$ cat config.mk
export PLATFORM = sky130hd
export DESIGN_NAME = fifo_read_arbiter_flat
export DESIGN_NICKNAME = d
export VERILOG_FILES = /design/src/rtl/fifo_read_arbiter_pkg.sv /design/src/rtl/fifo_read_arbiter_if.sv /design/src/rtl/fifo_read_arbiter_rr_picker.sv /design/src/rtl/fifo_read_arbiter.sv /design/src/flat_wrapper.sv
export SDC_FILE = /design/constraint.sdc
export NUM_CORES = 1
export LEC_CHECK = 0
export ABC_AREA = 1
export BUFFER_PORTS_ARGS = -buffer_cell sky130_fd_sc_hd__buf_2
export CORE_ASPECT_RATIO = 1.2
export CORE_MARGIN = 10
export CORE_UTILIZATION = 45
export DETAILED_ROUTE_END_ITERATION = 12
export PLACE_DENSITY = 0.69
export SYNTH_ARGS = -nofsm -noshare
export SYNTH_HDL_FRONTEND = slang
export SYNTH_SLANG_ARGS = --single-unit
$ cat constraint.sdc
create_clock -name clk -period 2.8 [get_ports clk]
set_clock_uncertainty 0.15 [all_clocks]
set_input_delay 0.14 -clock clk [delete_from_list [all_inputs] [get_ports clk]]
set_output_delay 0.14 -clock clk [all_outputs]
set_load 0.1 [all_outputs]
$ cat src/rtl/fifo_read_arbiter_pkg.sv
// Shared types and width helpers for the FIFO read arbiter.
package fifo_arb_pkg;

    typedef enum logic [1:0] {
        IDLE  = 2'd0,
        BURST = 2'd1,
        DONE  = 2'd2
    } arb_state_t;

    // Burst counter width: must hold the value MAX_BURST itself.
    function automatic int len_w(input int max_burst);
        return $clog2(max_burst + 1);
    endfunction

    // Requester index width; never below one bit.
    function automatic int id_w(input int num_req);
        return (num_req < 2) ? 1 : $clog2(num_req);
    endfunction

endpackage

$ cat src/rtl/fifo_read_arbiter_if.sv
// Read-side handshake between the arbiter and the FIFO read interface block.
interface fifo_read_arbiter_if #(
    parameter int DATA_WIDTH = 8
);
    logic                  fifo_read_en;
    logic                  fifo_empty;
    logic [DATA_WIDTH-1:0] fifo_rdata;

    // Arbiter side: issues reads, observes empty flag and data.
    modport master (output fifo_read_en, input fifo_empty, input fifo_rdata);
    // FIFO side: consumes read strobe, supplies flag and data.
    modport slave  (input fifo_read_en, output fifo_empty, output fifo_rdata);
endinterface

$ cat src/rtl/fifo_read_arbiter_rr_picker.sv
// Combinational round-robin picker: first set req bit at or after ptr.
module rr_picker
    import fifo_arb_pkg::*;
#(
    parameter int NUM_REQ = 4,
    parameter int ID_W    = id_w(NUM_REQ)
) (
    input  logic [NUM_REQ-1:0] req,
    input  logic [ID_W-1:0]    ptr,
    output logic [NUM_REQ-1:0] pick,
    output logic [ID_W-1:0]    pick_idx
);

    logic [ID_W-1:0] cand;
    logic            found;

    // Walk the requesters starting at ptr, wrapping at NUM_REQ (not 2**ID_W).
    always_comb begin
        pick     = '0;
        pick_idx = '0;
        found    = 1'b0;
        cand     = ptr;
        for (int k = 0; k < NUM_REQ; k++) begin
            if (!found && req[cand]) begin
                found       = 1'b1;
                pick[cand]  = 1'b1;
                pick_idx    = cand;
            end
            cand = (cand == ID_W'(NUM_REQ - 1)) ? '0 : cand + 1'b1;
        end
    end

endmodule

$ cat src/rtl/fifo_read_arbiter.sv
// Burst read arbiter: grants one requester at a time a bounded run of FIFO reads.
module fifo_read_arbiter
    import fifo_arb_pkg::*;
#(
    parameter int DATA_WIDTH = 8,
    parameter int ADDR_WIDTH = 5,
    parameter int NUM_REQ    = 4,
    parameter int MAX_BURST  = 4,
    localparam int LEN_W     = len_w(MAX_BURST),
    localparam int ID_W      = id_w(NUM_REQ)
) (
    input  logic                     clk,
    input  logic                     rst,
    input  logic [NUM_REQ-1:0]       req,
    input  logic [NUM_REQ*LEN_W-1:0] req_len,
    fifo_read_arbiter_if.master      fr,
    output logic [NUM_REQ-1:0]       gnt,
    output logic                     rvalid,
    output logic [ID_W-1:0]          rid,
    output logic [DATA_WIDTH-1:0]    rdata,
    output logic                     busy
);

    // Address width belongs to the FIFO block; only sanity-checked here.
    if (NUM_REQ < 2 || NUM_REQ > 8 || ADDR_WIDTH < 1) begin : g_bad_param
        $error("fifo_read_arbiter: illegal parameter value");
    end

    arb_state_t         state;
    logic [LEN_W-1:0]   cnt;
    logic [ID_W-1:0]    rr_ptr;
    logic [ID_W-1:0]    owner;
    logic [NUM_REQ-1:0] pick;
    logic [ID_W-1:0]    pick_idx;
    logic [LEN_W-1:0]   len_arr [NUM_REQ];
    logic [LEN_W-1:0]   sel_len;
    logic [LEN_W-1:0]   load_len;
    logic               read_en;

    for (genvar i = 0; i < NUM_REQ; i++) begin : g_len
        assign len_arr[i] = req_len[i*LEN_W +: LEN_W];
    end

    rr_picker #(.NUM_REQ(NUM_REQ), .ID_W(ID_W)) u_pick (
        .req      (req),
        .ptr      (rr_ptr),
        .pick     (pick),
        .pick_idx (pick_idx)
    );

    // Clamp the winner's length into 1..MAX_BURST.
    always_comb begin
        sel_len  = len_arr[pick_idx];
        load_len = sel_len;
        if (sel_len == '0)
            load_len = LEN_W'(1);
        else if (sel_len > LEN_W'(MAX_BURST))
            load_len = LEN_W'(MAX_BURST);
    end

    // Read only while bursting, data available, and the owner still wants it.
    assign read_en         = (state == BURST) && !fr.fifo_empty && req[owner];
    assign fr.fifo_read_en = read_en;
    assign rdata           = fr.fifo_rdata;
    assign busy            = (state != IDLE);

    // Arbitration FSM; gnt drops as soon as the burst ends so it is zero outside BURST.
    always_ff @(posedge clk) begin
        if (rst) begin
            state  <= IDLE;
            gnt    <= '0;
            cnt    <= '0;
            rr_ptr <= '0;
            owner  <= '0;
            rvalid <= 1'b0;
            rid    <= '0;
        end else begin
            rvalid <= read_en;
            rid    <= owner;
            case (state)
                IDLE: begin
                    if (|req) begin
                        gnt   <= pick;
                        owner <= pick_idx;
                        cnt   <= load_len;
                        state <= BURST;
                    end
                end
                BURST: begin
                    if (!req[owner]) begin
                        gnt   <= '0;
                        state <= DONE;
                    end else if (read_en) begin
                        cnt <= cnt - 1'b1;
                        if (cnt == LEN_W'(1)) begin
                            gnt   <= '0;
                            state <= DONE;
                        end
                    end
                end
                DONE: begin
                    gnt    <= '0;
                    cnt    <= '0;
                    rr_ptr <= (owner == ID_W'(NUM_REQ - 1)) ? '0 : owner + 1'b1;
                    state  <= IDLE;
                end
                default: state <= IDLE;
            endcase
        end
    end

endmodule

$ cat src/flat_wrapper.sv
// flat-port wrapper written by rule: the top's interface ports become plain ports
module fifo_read_arbiter_flat import fifo_arb_pkg::*;
#(
    parameter int DATA_WIDTH = 8,
    parameter int ADDR_WIDTH = 5,
    parameter int NUM_REQ    = 4,
    parameter int MAX_BURST  = 4,
    localparam int LEN_W     = len_w(MAX_BURST),
    localparam int ID_W      = id_w(NUM_REQ)
)
  (clk, rst, req, req_len, gnt, rvalid, rid, rdata, busy, fr_fifo_read_en, fr_fifo_empty, fr_fifo_rdata);
  fifo_read_arbiter_if #(.DATA_WIDTH(DATA_WIDTH)) fr_i ();
  input  logic clk;
  input  logic rst;
  input  logic [NUM_REQ-1:0] req;
  input  logic [NUM_REQ*LEN_W-1:0] req_len;
  output logic [NUM_REQ-1:0] gnt;
  output logic rvalid;
  output logic [ID_W-1:0] rid;
  output logic [DATA_WIDTH-1:0] rdata;
  output logic busy;
  output wire logic [$bits(fr_i.fifo_read_en)-1:0] fr_fifo_read_en;
  input wire logic [$bits(fr_i.fifo_empty)-1:0] fr_fifo_empty;
  input wire logic [$bits(fr_i.fifo_rdata)-1:0] fr_fifo_rdata;
  assign fr_fifo_read_en = fr_i.fifo_read_en;
  assign fr_i.fifo_empty = fr_fifo_empty;
  assign fr_i.fifo_rdata = fr_fifo_rdata;
  fifo_read_arbiter #(.DATA_WIDTH(DATA_WIDTH), .ADDR_WIDTH(ADDR_WIDTH), .NUM_REQ(NUM_REQ), .MAX_BURST(MAX_BURST)) u_core (.clk(clk), .rst(rst), .req(req), .req_len(req_len), .fr(fr_i), .gnt(gnt), .rvalid(rvalid), .rid(rid), .rdata(rdata), .busy(busy));
endmodule
==> impl_metrics.json <==
{
  "die_y_um": 84.71,
  "worstPathCellList": "inv_1, ha_2, inv_1, nand2_2, nand2_2, nand2_1, nand2_2, nand2_1, nand3_2, nand2_4, nand3_1, nand3_1, nand2_1, nor2_2, nand2_1, a21oi_2",
  "synth_area_leaders": "dfxtp_1 20%, nand2_1 15%, ha_1 12%",
  "syn-num-nets": 278,
  "finalCriticalPeriod_ns": 2.471,
  "clock_path_buffers": 2,
  "multiInputGateArea_mm2": 0.001047,
  "crit_buf_inv": 2,
  "grt_max_degree": 11,
  "synth_top_cell_by_area": "dfxtp_1",
  "synth_edf_count": 0,
  "htreeDepth": 1,
  "ys.flop_type": "dfxtp_1",
  "power_leakage_nw": 0.9152,
  "n_fill_cell": 341,
  "syn_area_per_cell_um2": 6.654,
  "max_slew.worst_pin.slew_ns": 0.5132,
  "rsz0062_at_grt": "false",
  "pin_count": 44,
  "hold-path-cell-count": 2,
  "grtUsageTotal": 0.1205,
  "crit_path_top_delay_cell": "ha_2",
  "synth-seq-area-share": 0.2040,
  "reg2reg_slack_ns": 0.33,
  "path_max_fanout": 7,
  "drive_gt1_frac": 0.2394,
  "power_density_mw_per_mm2": 1235,
  "hpwl_um": 3137,
  "antenna_left": 0,
  "clkSinkCount": 16,
  "first_pass_iters": 4,
  "grt_pass1_wl_um": 6285,
  "rows": 23,
  "arrival_ns": 2.51,
  "cts_buffers": 3,
  "end_kind": "register",
  "cp.depth": 16,
  "place_inst": 292,
  "setup_viol": 0,
  "path_clk_slew_ns": 0.07,
  "synth.top_cell.area_share": 0.2040,
  "place_ws_ns": 0.2074,
  "peakVddDrop_v": 0.0008667,
  "p_total_mw": 2.170,
  "pwr-share-clk": 0.096,
  "cts_hold_buf": 0,
  "fin_ws_ns": 0.3287,
  "post_drt_wl_per_cell_um": 12.49,
  "initial_core_util": 0.4704,
  "dieArea_mm2": 0.006262,
  "p_sw_frac": 0.5874,
  "synthCells": 236,
  "grt_overflow_total": 0,
  "async_reset_ff_frac": 0,
  "io_buffers": 27,
  "drt-initial-drc-count": 116,
  "finalSetupTns_ns": 0,
  "synth_cell_type_count": 30,
  "yosys_warnings": 0,
  "cp.required_ns": 2.84,
  "timing.hold.ws_ns": 0.02981,
  "fmax_ghz": 0.4046,
  "outcome": "finished clean",
  "r2r_cells": 16,
  "via_count": 1517,
  "cts-root-buf": "clkbuf_8",
  "gp_congestion": 0.9626,
  "power_frac_seq": 0.165,
  "clk_latency_ns": 0.25,
  "cts_tree": "done",
  "cap_violations": 0,
  "worstSetupPathType": "register to register",
  "antenna_found_initial": 0,
  "routed_wl_um": 3696,
  "fp.coreArea_mm2": 0.003338,
  "syn_area_mm2": 0.001570,
  "fin_crit_sh": 0.8826,
  "switching_power_mw": 1.275,
  "startpoint_type": "register",
  "combPwrFrac": 0.739,
  "antennaDiodeCount": 0,
  "drc": 0,
  "ys_ff_latch": 16,
  "crit_family": "simple AND/OR/NAND/NOR gates",
  "grt_pass1_vias": 1484,
  "cpMostUsedCell": "nand2_1",
  "die_w_um": 73.93,
  "slew_headroom": 0.6547,
  "max_stage_delay_ns": 0.43,
  "finalNonFillerCells": 296,
  "min_path_type": "input port to register",
  "drv_slew": 0,
  "drt-vias-per-instance": 5.125,
  "seqCellArea_um2": 321.6,
  "syn_to_final_growth_pct": 11.87,
  "final_hold_viol_count": 0,
  "intPower_uw": 895.3,
  "final_nets": 302
}
## registers in the layout (all words and copies together) (netlist names)
register       cells
u_core.gnt         4
u_core.cnt         3
u_core.owner       2
u_core.rid         2
u_core.rr_ptr      2
u_core.state       2
u_core.rvalid      1
## routing by layer
metal,part of all wire,vias up,track usage
met4,0.024,0,0.04924
met2,0.52,30,0.2081
met1,0.41,674,0.1363
li1,-,804,-
met3,0.052,9,0.02591
met5,0,-,0
## final timing paths
path                                                    start                    endpoint
worst max-delay path            u_core.rr_ptr[1]$_SDFFE_PP0N_  u_core.cnt[1]$_SDFFE_PP0P_
worst min-delay path                                      rst  u_core.gnt[3]$_SDFFE_PP0P_
worst max register to register  u_core.rr_ptr[1]$_SDFFE_PP0N_  u_core.cnt[1]$_SDFFE_PP0P_
worst min register to register     u_core.gnt[3]$_SDFFE_PP0P_  u_core.gnt[3]$_SDFFE_PP0P_
## area by class of cell
cell class | instances | share of cell area
Multi-Input combinational cell | 175 | 0.5962
Clock buffer | 4 | 0.03134
Sequential cell | 16 | 0.1830
Inverter | 35 | 0.07764
Tap cell | 37 | 0.02635
Timing Repair Buffer | 29 | 0.08547
## Yosys cell counts (2+ instances only)
cell type and n:
nand2_1 62, inv_1 32, nand3_1 27, dfxtp_1 16, a21oi_1 15, ha_1 15, o21ai_0 12, nor2_1 10
buf_4 8, nand2_2 8, nand2_4 4, nand3_2 3, o2111ai_1 3, a21oi_2 2, inv_2 2, nand3_4 2
nor2_2 2
## metrics by stage
stage | util | area [um^2]
final | 0.5262 | 1757
after global routing | 0.5262 | 1757
after CTS | 0.5251 | 1753
after detailed placement | 0.5086 | 1698
after global placement | 0.5086 | 1698
after floorplan | - | 1577
## cells in the final DEF, fill, tap and decap left out, drive strengths merged, types with 3 or more instances in the layout
cell type / instances
inv: 34
o2111ai: 3
a21oi: 17
nand2: 74
clkbuf: 4
dfxtp: 16
nand3: 32
o21ai: 12
nor2: 14
buf: 29
ha: 15
## worst register-to-register path, delay by kind of cell, from the launching register on
family | cells | cell delay, ns
buffers and inverters | 2 | 0.24
adder cells (fa/ha/maj) | 1 | 0.43
AO/OA/AOI/OAI | 1 | 0.11
flip-flops | 1 | 0.39
AND/OR/NAND/NOR | 12 | 1.10
## timing repair
| item | in CTS | in global routing |
|---|---|---|
| buffers inserted | 0 | 0 |
| gates resized for setup | 0 | 2 |
| endpoints found under the setup margin | 0 | 2 |
## kinds of logic after synthesis
family | count (synthesis) | share of synthesized area
adder cells (fa/ha/maj) | 15 | 0.1195
AO/OA/AOI/OAI | 36 | 0.1339
AND/OR/NAND/NOR | 123 | 0.4024
XOR/XNOR | 1 | 0.005579
buffers and inverters | 45 | 0.1347
flip-flops | 16 | 0.2040
## power groups by stage
| stage | combinational, mW | sequential, mW | clock (mW) |
|---|---|---|---|
| 2_1_floorplan | 1.18 | 0.552 | 0 |
| 3_3_place_gp | 1.61 | 0.361 | 0 |
| 3_5_place_dp | 1.60 | 0.363 | 0 |
| 4_1_cts | 1.61 | 0.359 | 0.210 |
| 5_1_grt | 1.79 | 0.369 | 0.220 |
| 6_report | 1.60 | 0.358 | 0.208 |
Note: power is estimated with default switching activity, not from simulation.
